## src/rtl/filter_pkg.sv

```systemverilog
// Shared types and defaults for the filter frame scheduler.
// Latency: n/a (types and constants only).
// Backpressure: n/a.
package filter_pkg;

    typedef enum logic [1:0] {
        FILTER_NONE    = 2'd0,
        FILTER_BLUR    = 2'd1,
        FILTER_EDGE    = 2'd2,
        FILTER_SHARPEN = 2'd3
    } filter_t;

    typedef logic [1:0] freq_level_t;

    typedef enum logic {
        WAIT_SOP = 1'b0,
        IN_FRAME = 1'b1
    } sched_state_t;

    localparam int DEF_STABLE_FRAMES = 3;
    localparam int DEF_MAX_BEATS     = 76800;   // 320x240 pixels

    localparam filter_t     FILTER_RESET = FILTER_NONE;
    localparam freq_level_t FREQ_RESET   = 2'd0;

endpackage

```

## src/rtl/flag_debouncer.sv

```systemverilog
// Debounces a 2-bit level sampled once per strobe: level follows flag only after STABLE_FRAMES equal samples.
// Latency: level updates the cycle after the qualifying strobe; changed is combinational in the strobe cycle.
// Backpressure: none; state only advances on strobe.
//
// Ports: clk, reset (async, active-high), strobe (sample enable), flag (input level),
//        level (debounced output), changed (high when this strobe will alter level).
module flag_debouncer
    import filter_pkg::*;
#(
    parameter int STABLE_FRAMES = DEF_STABLE_FRAMES
) (
    input  logic       clk,
    input  logic       reset,
    input  logic       strobe,
    input  logic [1:0] flag,
    output logic [1:0] level,
    output logic       changed
);

    localparam logic [3:0] STABLE_LIMIT = 4'(STABLE_FRAMES);

    logic [3:0]  stab_cnt;
    logic [3:0]  cnt_nxt;
    freq_level_t prev_flag;

    // Run length of equal samples, restarting at 1 on any change and
    // saturating at the acceptance threshold.
    always_comb begin
        cnt_nxt = stab_cnt;
        if (flag != prev_flag) begin
            cnt_nxt = 4'd1;
        end else if (stab_cnt < STABLE_LIMIT) begin
            cnt_nxt = stab_cnt + 4'd1;
        end
    end

    assign changed = strobe && (cnt_nxt == STABLE_LIMIT) && (flag != level);

    always_ff @(posedge clk or posedge reset) begin
        if (reset) begin
            stab_cnt  <= 4'd0;
            prev_flag <= FREQ_RESET;
            level     <= FREQ_RESET;
        end else if (strobe) begin
            stab_cnt  <= cnt_nxt;
            prev_flag <= flag;
            if (cnt_nxt == STABLE_LIMIT) begin
                level <= flag;
            end
        end
    end

endmodule

```

## src/rtl/filter_frame_scheduler.sv

```systemverilog
// Tracks SOP/EOP on an observed pixel stream and applies filter/pitch changes only at frame boundaries.
// Latency: filter_num, freq_level, update_pulse and sync_err change 1 cycle after the triggering beat.
// Backpressure: passive observer; only valid_in&&ready_in beats advance state, all other cycles hold.
//
// Ports: clk, reset (async, active-high); filter_req, freq_flag (requested settings);
//        sop_in, eop_in, valid_in, ready_in (observed handshake);
//        filter_num, freq_level (applied settings), frame_active, update_pulse, sync_err.
// Optional: define FILTER_SCHED_WATCHDOG_EN to abort frames that run MAX_BEATS beats without EOP.
module filter_frame_scheduler
    import filter_pkg::*;
#(
    parameter int STABLE_FRAMES = DEF_STABLE_FRAMES,
    parameter int MAX_BEATS     = DEF_MAX_BEATS
) (
    input  logic       clk,
    input  logic       reset,
    input  logic [1:0] filter_req,
    input  logic [1:0] freq_flag,
    input  logic       sop_in,
    input  logic       eop_in,
    input  logic       valid_in,
    input  logic       ready_in,
    output logic [1:0] filter_num,
    output logic [1:0] freq_level,
    output logic       frame_active,
    output logic       update_pulse,
    output logic       sync_err
);

    if (STABLE_FRAMES < 1 || STABLE_FRAMES > 15) begin : g_bad_stable
        $error("STABLE_FRAMES must be in 1..15");
    end
    if (MAX_BEATS < 2) begin : g_bad_max
        $error("MAX_BEATS must be at least 2");
    end

    sched_state_t state_q;
    sched_state_t state_nxt;
    filter_t      filter_q;
    logic         beat;
    logic         boundary;
    logic         frame_err;
    logic         level_changed;
    logic         filter_changed;

`ifdef FILTER_SCHED_WATCHDOG_EN
    localparam int               CNT_W      = $clog2(MAX_BEATS + 1);
    localparam logic [CNT_W-1:0] BEAT_LIMIT = CNT_W'(MAX_BEATS);

    // Beats seen in the current frame, including its SOP beat.
    logic [CNT_W-1:0] beat_cnt_q;
    logic [CNT_W-1:0] beat_cnt_nxt;
`endif

    assign beat = valid_in && ready_in;

    always_comb begin
        state_nxt = state_q;
        boundary  = 1'b0;
        frame_err = 1'b0;
`ifdef FILTER_SCHED_WATCHDOG_EN
        beat_cnt_nxt = beat_cnt_q;
`endif
        if (beat) begin
            if (state_q == WAIT_SOP) begin
                if (sop_in && eop_in) begin
                    // Single-beat frame: complete on the spot.
                    boundary = 1'b1;
                end else if (sop_in) begin
                    state_nxt = IN_FRAME;
`ifdef FILTER_SCHED_WATCHDOG_EN
                    beat_cnt_nxt = CNT_W'(1);
`endif
                end else if (eop_in) begin
                    frame_err = 1'b1;   // stray EOP outside a frame
                end
            end else begin
                if (sop_in) begin
                    // A new SOP inside a frame restarts it; the truncated
                    // frame never reaches a boundary, even if eop_in is set.
                    frame_err = 1'b1;
`ifdef FILTER_SCHED_WATCHDOG_EN
                    beat_cnt_nxt = CNT_W'(1);
`endif
                end else if (eop_in) begin
                    boundary  = 1'b1;
                    state_nxt = WAIT_SOP;
                end else begin
`ifdef FILTER_SCHED_WATCHDOG_EN
                    if (beat_cnt_q + 1'b1 == BEAT_LIMIT) begin
                        frame_err = 1'b1;
                        state_nxt = WAIT_SOP;
                    end else begin
                        beat_cnt_nxt = beat_cnt_q + 1'b1;
                    end
`endif
                end
            end
        end
    end

    assign filter_changed = (filter_t'(filter_req) != filter_q);

    always_ff @(posedge clk or posedge reset) begin
        if (reset) begin
            state_q      <= WAIT_SOP;
            filter_q     <= FILTER_RESET;
            update_pulse <= 1'b0;
            sync_err     <= 1'b0;
        end else begin
            state_q      <= state_nxt;
            sync_err     <= frame_err;
            update_pulse <= boundary && (filter_changed || level_changed);
            if (boundary) begin
                filter_q <= filter_t'(filter_req);
            end
        end
    end

`ifdef FILTER_SCHED_WATCHDOG_EN
    always_ff @(posedge clk or posedge reset) begin
        if (reset) begin
            beat_cnt_q <= '0;
        end else begin
            beat_cnt_q <= beat_cnt_nxt;
        end
    end
`endif

    flag_debouncer #(
        .STABLE_FRAMES (STABLE_FRAMES)
    ) u_flag_debouncer (
        .clk     (clk),
        .reset   (reset),
        .strobe  (boundary),
        .flag    (freq_flag),
        .level   (freq_level),
        .changed (level_changed)
    );

    assign filter_num   = filter_q;
    assign frame_active = (state_q == IN_FRAME);

endmodule

```

## config.mk

```make
export PLATFORM = sky130hd
export DESIGN_NAME = filter_frame_scheduler
export DESIGN_NICKNAME = d
export VERILOG_FILES = /design/src/rtl/filter_pkg.sv /design/src/rtl/flag_debouncer.sv /design/src/rtl/filter_frame_scheduler.sv
export SDC_FILE = /design/constraint.sdc
export NUM_CORES = 1
export LEC_CHECK = 0
export ABC_AREA = 1
export ABC_CLOCK_PERIOD_IN_PS = 2000
export CORE_UTILIZATION = 51
export CTS_CLUSTER_SIZE = 14
export DETAILED_ROUTE_END_ITERATION = 6
export PLACE_DENSITY = 0.81
export SLEW_MARGIN = 20
export SYNTH_ARGS = -nofsm -noshare
export SYNTH_HDL_FRONTEND = slang
export SYNTH_SLANG_ARGS = --single-unit
```

## constraint.sdc

```tcl
create_clock -name clk -period 2 [get_ports clk]
set_input_delay 0.4 -clock clk [delete_from_list [all_inputs] [get_ports clk]]
set_output_delay 0.4 -clock clk [all_outputs]
set_load 0.01 [all_outputs]
```

==> run metrics <==
status complete, no violations; mapped cell area 723 sq um; YS warnings 0; # hold bufs at CTS 0; antenna viol nets, final 0; commonest non-fill, non-tap cell in the layout nand2_1; Net Count, Synth 98; hold slack 0.445 ns; wl on met1 570 microns; highest metal used met4; startpoint types flip-flop; met2 wire len 572 microns; Max Clk Rate 0.612 GHz; Synth cell types 22; Rel. slew slack 67.0%; Sink Count 13; CP Capture Type primary output; RSZ-0062 raised after global routing false; slowest stage delay, CP 0.56 ns; initial antenna violation count 0; GR Overflow Total 0; XOR/XNOR share of the synthesized area 4.84%; Synth Area in Compound Gates 8.65%; multiplexer area fraction after synthesis 0%; CTS HTree Levels 1; Num CTS Buffers 3; simple-gate share of the synthesized area 31.5%; via/cell ratio 4.69; core area 1320 sq um; TNS Setup 0 ns; vias in the first global route 481; die height 39.7 microns; GPL Wtd Cong 0.787; via count 572; period utilization 81.7%; first-pass GRT wire length 1930 microns; Final nets 119; layout cells sized above 1 15.9%; die area 1570 sq um; drt drc 0; largest net degree at the start of global routing 14; CP max FO 3; Mean Syn Cell Area 8.31 sq um; Starting DRT DRC Count 10; Crit-path slowest cell clkdlybuf4s50_1; post-synthesis register bit count 13; PwrDens 1010 nW/um^2; Setup violations, final 0; CTS Buffer Depth 2; r2r worst-path depth 9; largest family of logic cells by synthesized area simple AND/OR/NAND/NOR gates; routed length per instance 9.72 microns; Hold WC Path Type input port to async pin; post_cts resized 0; total count of hold-check failures in the final report 0; Fin Clk Skew 0.00322 ns; register area share after synthesis 45.0%; CP delay by family, top buffers and inverters; Max Cap Viol 0; CTS clk-pin slew, worst paths 0.08 ns; Row Count 13; Post-DP HPWL 926 microns; starting density of the core 54.9%; WS Path Type flip-flop to primary output; crit path time final 1.63 ns; num ports 17; Tot GR Track Use 19.5%; Slew Viols, Final 0; cells after synthesis 87; wire length on met3 33 microns; antenna cells 0; leak pwr 0.475 nW; DR pass1 iterations 4; reg2reg end u_flag_debouncer.level[1]$_DFFE_PP0P_; Root Driver clkbuf_4; most frequent cells in the layout 25 x nand2_1, 16 x clkdlybuf4s50_1, 15 x inv_1, 13 x dfrtp_1, 7 x nand2_2; critical path cell sequence clkdlybuf4s50_1; Post-CTS Setup Bufs 0; Buf/Inv on CP 1; DIE WIDTH 39.7 microns; CTS tree built; worst-case vdd ir drop 655 uV; adder-cell share of the synthesized area 1.73%; Worst EP arrival 1.23 ns; number of I/O port buffers 16; Worst EP required 1.60 ns; WL final 1190 microns; Least-Margin Pin Slew 0.495 ns; worst-skew pair later-pin latency 0.27 ns; area delta synth->final 28.4%; flop2flop setup slack 0.63 ns; reg2reg start u_flag_debouncer.stab_cnt[0]$_DFFE_PP0P_; Final Power 0.000937 W; FILL cells 113
## cells by family after synthesis
kind of cell | after synthesis
buffers and inverters | 16
adders and majority gates | 1
DFF | 13
AOI/OAI and AO/OA | 10
and+or+nand+nor | 43
xor gates and xnor gates | 4
## per-layer routing
| layer | up-vias | GRT usage [%] |
|---|---|---|
| met4 | 0 | 12.9 |
| met3 | 2 | 3.41 |
| met5 | - | 0 |
| li1 | 310 | - |
| met1 | 252 | 26.0 |
| met2 | 8 | 28.3 |
## state kept, by name, summed over array words and instances, names as in the netlist
register / cells
update_pulse: 1
u_flag_debouncer.level: 2
u_flag_debouncer.stab_cnt: 4
sync_err: 1
u_flag_debouncer.prev_flag: 2
frame_active: 1
filter_num: 2
## Yosys cell counts, drive strengths merged
master,instances,area (sq um)
o31ai,1,7.51
o21a,1,7.51
dfrtp,13,325
nand3,4,25.0
nor2,5,37.5
nor3,1,16.3
o22ai,1,6.26
ha,1,12.5
inv,16,60.1
o211ai,1,7.51
a21oi,1,8.76
nand2,33,149
xor2,2,17.5
xnor2,2,17.5
o21ai,5,25.0
## final cells by class
| class | count | area (sq um) | area share, % |
|---|---|---|---|
| repair buffers | 16 | 160 | 17.3 |
| well taps | 15 | 18.8 | 2.02 |
| multi-input cells | 58 | 338 | 36.4 |
| inverters | 16 | 60.1 | 6.47 |
| flip-flops and latches | 13 | 325 | 35.0 |
| clock buffers | 4 | 26.3 | 2.83 |
## worst max path at each step
stage	startpoint	to	cells after the start
floorplan	u_flag_debouncer.stab_cnt[0]$_DFFE_PP0P_	u_flag_debouncer.level[0]$_DFFE_PP0P_	9
global placement	eop_in	u_flag_debouncer.level[1]$_DFFE_PP0P_	8
detailed placement	eop_in	u_flag_debouncer.level[1]$_DFFE_PP0P_	8
CTS	filter_num[1]$_DFFE_PP0P_	filter_num[1]	1
global route	u_flag_debouncer.level[1]$_DFFE_PP0P_	freq_level[1]	1
finish	filter_num[1]$_DFFE_PP0P_	filter_num[1]	1
## power by group
part	switching, W	leakage, nW	total [W]	internal, W
registers	0.0000535	0.168	0.000385	0.000331
clock network	0.0000804	0.0150	0.000158	0.0000771
logic	0.000208	0.293	0.000395	0.000186
## through the flow
stage | cells | worst slack [ns] | util (%) | instance area, sq um
2_1_floorplan | 87 | 0.745 | - | 723
3_3_place_gp | 118 | 0.247 | 68.5 | 902
3_5_place_dp | 118 | 0.236 | 68.5 | 902
4_1_cts | 122 | 0.361 | 70.5 | 928
5_1_grt | 122 | 0.321 | 70.5 | 928
6_report | 122 | 0.366 | 70.5 | 928
No activity file was read; power rests on OpenSTA's default activity.
